<file path="src/rtl/tsense_alarm.sv">
// Temperature post-processing: moving average, running min/max and an over-temp
// alarm FSM with hysteresis and a consecutive-trip filter.
module tsense_alarm #(
    parameter int               AVG_LOG2 = 2,
    parameter logic signed [7:0] TH_HI   = 8'sd40,
    parameter logic signed [7:0] TH_LO   = 8'sd35,
    parameter int               TRIP_CNT = 3
) (
    input  logic       SYSCLK,
    input  logic       RSTN,
    input  logic       sample_valid,
    input  logic [7:0] sample,
    input  logic       clr_minmax,
    output logic [7:0] avg,
    output logic       avg_valid,
    output logic       avg_upd,
    output logic [7:0] tmax,
    output logic [7:0] tmin,
    output logic [1:0] alarm_state,
    output logic       alarm
);
    localparam int N  = 1 << AVG_LOG2;
    localparam int SW = 8 + AVG_LOG2;
    localparam int FW = AVG_LOG2 + 1;
    localparam int TW = $clog2(TRIP_CNT + 1);
    localparam logic [FW-1:0] FILL_FULL = FW'(N);
    localparam logic [TW-1:0] TRIP_W    = TW'(TRIP_CNT);

    typedef enum logic [1:0] {
        ST_NORMAL  = 2'd0,
        ST_PENDING = 2'd1,
        ST_ALARM   = 2'd2,
        ST_BAD     = 2'd3
    } state_t;

    function automatic logic signed [SW-1:0] sext8(input logic [7:0] v);
        return {{(SW-8){v[7]}}, v};
    endfunction

    logic [7:0]          smp_buf_q [N];
    logic signed [SW-1:0] sum_q, sum_d, new_sum_s, shifted_s;
    logic [AVG_LOG2-1:0] wptr_q, wptr_d;
    logic [FW-1:0]       fill_q, fill_d;
    logic [7:0]          avg_q, avg_d;
    logic                avg_valid_q, avg_valid_d;
    logic                avg_upd_q, avg_upd_d;
    logic [7:0]          tmax_q, tmax_d, tmin_q, tmin_d;
    state_t              state_q, state_d;
    logic [TW-1:0]       tcnt_q, tcnt_d, tcnt_inc_s;
    logic                alarm_q, alarm_d;
    logic                eval_s, above_hi_s, below_lo_s;

    // Running-sum averaging datapath; the new average is published the cycle after the strobe.
    always_comb begin
        new_sum_s   = sum_q + sext8(sample) - sext8(smp_buf_q[wptr_q]);
        shifted_s   = new_sum_s >>> AVG_LOG2;
        sum_d       = sum_q;
        wptr_d      = wptr_q;
        fill_d      = fill_q;
        avg_d       = avg_q;
        avg_valid_d = avg_valid_q;
        avg_upd_d   = 1'b0;
        if (sample_valid) begin
            sum_d     = new_sum_s;
            wptr_d    = wptr_q + AVG_LOG2'(1'b1);
            if (fill_q == FILL_FULL) begin
                fill_d = fill_q;
            end else begin
                fill_d = fill_q + FW'(1'b1);
            end
            avg_d       = shifted_s[7:0];
            avg_upd_d   = 1'b1;
            avg_valid_d = avg_valid_q | (fill_d == FILL_FULL);
        end else begin
            avg_upd_d = 1'b0;
        end
    end

    // Min/max tracking; a clear coinciding with a sample seeds both trackers with that sample.
    always_comb begin
        tmax_d = tmax_q;
        tmin_d = tmin_q;
        if (sample_valid && clr_minmax) begin
            tmax_d = sample;
            tmin_d = sample;
        end else if (clr_minmax) begin
            tmax_d = 8'h80;
            tmin_d = 8'h7F;
        end else if (sample_valid) begin
            if ($signed(sample) > $signed(tmax_q)) begin
                tmax_d = sample;
            end else begin
                tmax_d = tmax_q;
            end
            if ($signed(sample) < $signed(tmin_q)) begin
                tmin_d = sample;
            end else begin
                tmin_d = tmin_q;
            end
        end else begin
            tmax_d = tmax_q;
            tmin_d = tmin_q;
        end
    end

    // Alarm FSM next state; only a fresh, fully-windowed average is evaluated.
    always_comb begin
        eval_s     = avg_upd_q & avg_valid_q;
        above_hi_s = $signed(avg_q) > TH_HI;
        below_lo_s = $signed(avg_q) < TH_LO;
        tcnt_inc_s = tcnt_q + TW'(1'b1);
        state_d    = state_q;
        tcnt_d     = tcnt_q;
        case (state_q)
            ST_NORMAL: begin
                if (eval_s && above_hi_s) begin
                    tcnt_d  = TW'(1'b1);
                    state_d = (TRIP_CNT == 1) ? ST_ALARM : ST_PENDING;
                end else begin
                    state_d = ST_NORMAL;
                end
            end
            ST_PENDING: begin
                if (eval_s && above_hi_s) begin
                    tcnt_d  = tcnt_inc_s;
                    state_d = (tcnt_inc_s >= TRIP_W) ? ST_ALARM : ST_PENDING;
                end else if (eval_s) begin
                    tcnt_d  = TW'(1'b0);
                    state_d = ST_NORMAL;
                end else begin
                    state_d = ST_PENDING;
                end
            end
            ST_ALARM: begin
                if (eval_s && below_lo_s) begin
                    tcnt_d  = TW'(1'b0);
                    state_d = ST_NORMAL;
                end else begin
                    state_d = ST_ALARM;
                end
            end
            default: begin
                tcnt_d  = TW'(1'b0);
                state_d = ST_NORMAL;
            end
        endcase
        alarm_d = (state_d == ST_ALARM);
    end

    // State registers.
    always_ff @(posedge SYSCLK or negedge RSTN) begin
        if (!RSTN) begin
            for (int i = 0; i < N; i++) begin
                smp_buf_q[i] <= 8'h00;
            end
            sum_q       <= '0;
            wptr_q      <= '0;
            fill_q      <= '0;
            avg_q       <= 8'h00;
            avg_valid_q <= 1'b0;
            avg_upd_q   <= 1'b0;
            tmax_q      <= 8'h80;
            tmin_q      <= 8'h7F;
            state_q     <= ST_NORMAL;
            tcnt_q      <= '0;
            alarm_q     <= 1'b0;
        end else begin
            if (sample_valid) begin
                smp_buf_q[wptr_q] <= sample;
            end
            sum_q       <= sum_d;
            wptr_q      <= wptr_d;
            fill_q      <= fill_d;
            avg_q       <= avg_d;
            avg_valid_q <= avg_valid_d;
            avg_upd_q   <= avg_upd_d;
            tmax_q      <= tmax_d;
            tmin_q      <= tmin_d;
            state_q     <= state_d;
            tcnt_q      <= tcnt_d;
            alarm_q     <= alarm_d;
        end
    end

    assign avg         = avg_q;
    assign avg_valid   = avg_valid_q;
    assign avg_upd     = avg_upd_q;
    assign tmax        = tmax_q;
    assign tmin        = tmin_q;
    assign alarm_state = state_q;
    assign alarm       = alarm_q;
endmodule
</file>
<file path="config.mk">
export PLATFORM = sky130hd
export DESIGN_NAME = tsense_alarm
export DESIGN_NICKNAME = d
export VERILOG_FILES = /design/src/rtl/tsense_alarm.sv
export SDC_FILE = /design/constraint.sdc
export NUM_CORES = 1
export LEC_CHECK = 0
export CAP_MARGIN = 25
export CORE_MARGIN = 1
export CORE_UTILIZATION = 35
export CTS_CLUSTER_SIZE = 14
export DETAILED_ROUTE_END_ITERATION = 16
export MAX_ROUTING_LAYER = met4
export SLEW_MARGIN = 25
export SYNTH_ARGS = -nofsm -noshare
export SYNTH_HDL_FRONTEND = slang
export SYNTH_SLANG_ARGS = --single-unit
export TNS_END_PERCENT = 1
</file>
<file path="constraint.sdc">
create_clock -name SYSCLK -period 4.4 [get_ports SYSCLK]
set_input_delay 0.88 -clock SYSCLK [delete_from_list [all_inputs] [get_ports SYSCLK]]
set_output_delay 0.88 -clock SYSCLK [all_outputs]
set_load 0.01 [all_outputs]
</file>
### After elaboration in Yosys (flattened, before gate mapping)

Index checks and enable logic that the tools add are counted.

| storage, ports and cells | value |
|---|---|
| memory bits (read-only) | 0 |
| memories kept | 0 |
| output and inout port bits | 29 |
| RAM bits | 0 |
| register bits after elaboration | 78 |
| latch bits | 0 |
| input port bits | 12 |

| cells by class | value |
|---|---|
| shift operators | 0 |
| bitwise gates (word level) | 3 |
| reduce and logical (&&, ||, !) cells | 11 |
| div/mod/pow operators | 0 |
| equality and inequality tests | 8 |
| $mul | 0 |
| multiplexer cells | 28 |
| magnitude comparators | 7 |
| $add $sub $neg | 5 |

Operators by type and width:

| kind | number |
|---|---|
| 8-bit two-way mux | 11 |
| 32-bit bitwise mux | 1 |
| 8-bit binary-select mux with 2-bit select | 1 |
| 8-bit demux with 2-bit select | 1 |
| 2-bit two-way mux | 7 |
| 2-bit one-hot mux with 3 select lines | 2 |
| 10-bit by 8-bit adder with 10-bit output | 1 |
| 10-bit by 8-bit subtractor with 10-bit output | 1 |
| 3-bit nonzero test | 3 |
| 8-bit by 7-bit greater-than comparator with 1-bit output, second input constant | 1 |
| 8-bit greater-than comparator | 1 |
| 8-bit by 7-bit less-than comparator with 1-bit output, second input constant | 1 |
| 8-bit less-than comparator | 1 |
| 3-bit == test, second input constant | 2 |
| 3-bit two-way mux | 2 |
| 2-bit by 1-bit adder with 2-bit output, second input constant | 2 |
| 2-bit == test, second input constant | 2 |
| 1-bit logical AND | 4 |
| 2-bit != test, second input constant | 2 |
| 2-bit AND reduction | 2 |
| 3-bit by 1-bit adder with 3-bit output, second input constant | 1 |
| 3-bit greater-or-equal comparator, second input constant | 1 |
| 3-bit by 1-bit less-than comparator with 1-bit output, second input constant | 1 |
| 1-bit two-way mux | 3 |
| other kinds (8) | 8 |

### Depth between registers and ports, before layout

| depth | value |
|---|---|
| depth in word-level cells | 6 |
| depth in mapped cells | 13 |

### Worst setup path before layout

Ideal clock, no wire load.

| timing path | value |
|---|---|
| path type | reg2reg |
| start | reg wptr_q[0] |
| end | reg sum_q[9] |
| stages on the path, launching flop included | 11 |
| arrival time | 3,048 ps |
| slack | 1,219 ps |
| setup time | 133 ps |
| required time | 4,267 ps |
| path buffers | 1 |
| cells stage by stage | dfrtp_1 -> buf_2 -> mux4_2 -> fa_1 -> inv_1 -> ha_1 -> a2111o_1 -> o2111a_1 -> o21a_1 -> o31ai_1 -> o41ai_1 |

| on the way | value |
|---|---|
| word-level cells in the longest chain between the ends | 5 |

RTL lines:

| element | RTL line | RTL |
|---|---|---|
| start: declaration | 42 | `logic [AVG_LOG2-1:0] wptr_q, wptr_d;` |
| start signal: assignment | 172 | `wptr_q <= wptr_d;` |
| 2-bit inverter with 3-bit output (not written as such) | 55 | `new_sum_s = sum_q + sext8(sample) - sext8(smp_buf_q[wptr_q]);` |
| 8-bit binary-select mux with 2-bit select | 55 |  |
| 8-bit two-way mux (not written as such) (2 in a row) | 55 |  |
| 10-bit by 8-bit subtractor with 10-bit output | 55 |  |
| end signal: assignment | 171 | `sum_q <= sum_d;` |
| end: declaration | 41 | `logic signed [SW-1:0] sum_q, sum_d, new_sum_s, shifted_s;` |

No other way between the ends. The select of a mux whose other input is x is not followed.
A chain may end at the register's enable or synchronous reset.

### Worst setup path after layout

Ends and elaborated chain as after synthesis.

==> results by stage <==
Synth:
- The average instance in the mapped netlist occupies around 10 um2.
- The largest total area in the synthesized netlist belongs to dfrtp_1.
- The synthesized design contains 0 enable-type register cells.
- Synthesis produced a netlist with a net count of 463.
- Counting instances in the post-synthesis netlist gives the leading cell types as dfrtp_1 (62), inv_1 (58), nand2_1 (56), o21ai_0 (42), ha_1 (33).
- For this run, the number of Yosys warnings is 0.
- Yosys instantiated no cell more often than dfrtp_1.
- By area the synthesized netlist is led by dfrtp_1 (38%), ha_1 (10%), inv_1 (5.3%), dfstp_2 (5.1%), nand2_1 (5.1%).
- For this run, the register share of the synthesized area comes to 0.432.
- The fraction of post-synthesis cell area in the top cell type by area is 0.380.
- Summing every instance area after synthesis gives ~0.004 mm2.
- After technology mapping, the gate count stands at 409.
- The most used flip-flop cell after synthesis is dfrtp_1.
- The distinct cell type count of the synthesized netlist is 52.
- The synthesized design contains 70 register bits.
- The async set-reset flop share out of synthesis is 1.00.

CTS:
- The number of buffers inserted for hold repair after clock tree synthesis is 0.
- The CTS tree is done.
- The tree built by TritonCTS fans out to 70 sinks.
- The number of levels in the clock H-tree is 3.
- The number of CTS-inserted buffers is 9.
- The post-CTS repair timing setup buffer count is 0.
- The clock insertion delay at the later pin of the skew report is 320 ps.
- Clock-pin slew was measured on the worst setup and hold paths at roughly 60 ps.
- The number of gates resized after CTS was 0.
- The longest clock path from root to sink contains 2 buffers.
- The cell sitting at the root of the clock tree is a clkbuf_16.

Critical path:
- The start point of the critical path is wptr_q[0].
- The arrival time at the worst endpoint is about 3800 ps.
- The minimum setup slack among reg-to-reg paths is roughly 790 ps.
- The category of the worst setup path launch point is a register.
- The endpoint kind of the worst setup timing path is a register.
- The depth of the worst register-to-register path is 10.
- The worst register-to-register path begins at wptr_q[0].
- The start-to-end type of the worst setup path is register to register.
- The endpoint of the most critical register-to-register path is sum_q[9].
- The required time at the endpoint of the critical path is 4600 ps.
- The largest single stage delay on the critical path is 780 ps.
- Of all nets on the critical path, the largest fanout is 12.
- The slowest stage of the critical path is the dfrtp_1 cell.
- Walking the worst path, the cells encountered are mux4_2 -> fa_1 -> inv_1 -> ha_1 -> a21oi_1 -> o22ai_1 -> o2111a_1 -> o21a_1 -> o31ai_1 -> o41ai_1.

Timing:
- The number of max-slew violations in the final report is 0.
- The setup violation total in the final timing report is 0.
- Setup repair after global routing left no endpoint under its margin.
- On the final layout, the worst clock skew is 4.75 ps.
- Dividing the final minimum period by the clock period gives 0.822.
- Derived from the worst setup path, the maximum achievable clock frequency is 277 MHz.
- The total count of hold-check failures in the final report is 0.
- Adding up every negative setup slack in the final design gives 0 ps.
- The remaining max-slew budget at the tightest pin is 0.537.
- At the pin with the least slew margin, the transition time is 694 ps.
- The shortest period the worst path allows is 3610 ps.

Routing:
- The detailed router finished its first iteration with 157 violations.
- The number of detailed-routing iterations run before antenna repair is 4.
- The final wirelength is 8690 um.
- After detailed routing, the average wire length per cell comes to approximately 15 um.
- After detailed routing, the number of vias per cell comes to 4.99.
- For this run, design rule violations remaining after detail routing come to 0.
- The routed layout has 2964 vias.
- The detail route stage leaves a number of antenna-violating nets equal to 0.

Global route:
- The global-route wire length before repair is 14900 um.
- The sum of overflow across all layers after global routing is 0.
- In the global route stage, overall resource usage came out at 0.167.
- The initial antenna violation count is 0.
- The number of global-route vias before repair is 2949.
- Entering global routing, the biggest net connects 32 pins.

Final layout:
- The final net count is 500.
- In the final layout, the share of cells above drive strength 1 is 0.0953.
- The count of inserted antenna diode cells is 0.
- The area growth from synthesis to layout is 20.6%.

Floorplan:
- The die covers 0.0121 mm2.
- The region available for standard cell placement spans 0.0114 mm2.
- The width of the die is ~110 um.
- The vertical extent of the die is 110 um.
- For this configuration, the core starts out at a cell density of 0.359.
- The number of I/O pins is 41.
- After floorplanning, the core was divided into 39 placement rows.

Power:
- The total power divided by cell area is 876 mW/mm2.
- Power comes to 4.31 mW.
- Across the VDD grid, the largest voltage drop is 0.000326 V.
- In this run the static leakage power is 2.33 nW.

Place:
- The placer's final routability congestion estimate is approximately 0.8.
- During placement, the flow inserted port buffers numbering 40.
- Once detailed placement completed, the half-perimeter wirelength came to 6520 um.

Run status:
- The flow ran to the end, and the final reports show no timing, DRC or antenna violations.

Worst hold path:
- The type of the most critical hold path is primary input to async pin.

Job:
- The max-cap check violation count is 0.
critical path, delay by kind of cell (launching register included):
family,cells,cell delay (ps)
flip-flops,1,780
multiplexers,1,600
buffers and inverters,1,70
AO/OA/AOI/OAI,6,1180
adder cells (fa/ha/maj),2,850
cells by family after synthesis:
logic type,synth area share
XOR/XNOR,0.0129
buffers and inverters,0.0775
AO/OA/AOI/OAI,0.173
flip-flops,0.432
adder cells (fa/ha/maj),0.145
AND/OR/NAND/NOR,0.103
multiplexers,0.0567
state kept, by name, indices dropped and copies added, names as in the netlist:
register	cells
alarm	1
alarm_state	2
avg_upd	1
avg_valid	1
fill_q	3
smp_buf_q	32
sum_q	10
tcnt_q	2
tmax	8
tmin	8
wptr_q	2
layout make-up:
class                   instances  area, um2
fillers                      1118       6450
multi-input cells             263       2000
flip-flops and latches         70       1760
repair buffers                 43        418
clock buffers                  10        229
inverters                      59        221
well taps                     143        179
clock inverters                 6        110
metal layers:
metal / wire, um / part of all wire / vias to the layer above / track usage
met5: 0 / 0 / - / -
met4: 76 / 0.0087 / 0 / 0.0543
met3: 263 / 0.030 / 10 / 0.0247
met2: 4190 / 0.48 / 53 / 0.263
met1: 4160 / 0.48 / 1435 / 0.223
li1: - / - / 1466 / -
where the power goes:
group	internal (mW)	total, mW	leakage [nW]	switching [mW]
clock	0.553	0.826	0.159	0.273
sequential	0.922	1.14	0.849	0.222
combinational	1.15	2.34	1.33	1.19
worst max-delay path by stage:
| stage | end | slack, ps | cells past startpoint |
|---|---|---|---|
| floorplan | sum_q[9] | 1220 | 10 |
| global placement | sum_q[9] | 550 | 11 |
| detailed placement | sum_q[9] | 500 | 11 |
| CTS | sum_q[9] | 790 | 10 |
| global route | sum_q[9] | 590 | 10 |
| finish | sum_q[9] | 790 | 10 |
cell usage in the layout (no fill, tap or decap), drive strengths merged, types with 3 or more instances in the layout:
cell type,synthesis,final
o21a,4,4
mux2i,4,4
o22ai,4,4
nor2,10,10
dfstp,8,8
dfrtp,62,62
o22a,7,7
clkbuf,8,10
nand2,56,56
nor2b,5,5
buf,9,4
a21o,3,3
bufinv,0,3
nand2b,3,3
a22o,7,7
clkdlybuf4s50,0,39
a21oi,15,15
fa,9,9
inv,59,59
nand3,5,5
mux4,8,8
o21ai,49,49
ha,33,33
xnor2,5,5
nor3,3,3
a211o,3,3
through the flow:
stage | instance area (um2) | hold slack (ps) | instances | util | worst slack [ps]
6_report | 4920 | 444 | 594 | 0.433 | 785
5_1_grt | 4920 | 455 | 594 | 0.433 | 586
4_1_cts | 4920 | 448 | 594 | 0.433 | 790
3_5_place_dp | 4580 | 471 | 578 | 0.403 | 502
3_3_place_gp | 4580 | 458 | 578 | 0.403 | 548
2_1_floorplan | 4080 | 445 | 409 | - | 1220
No activity file was read; power rests on OpenSTA's default activity.
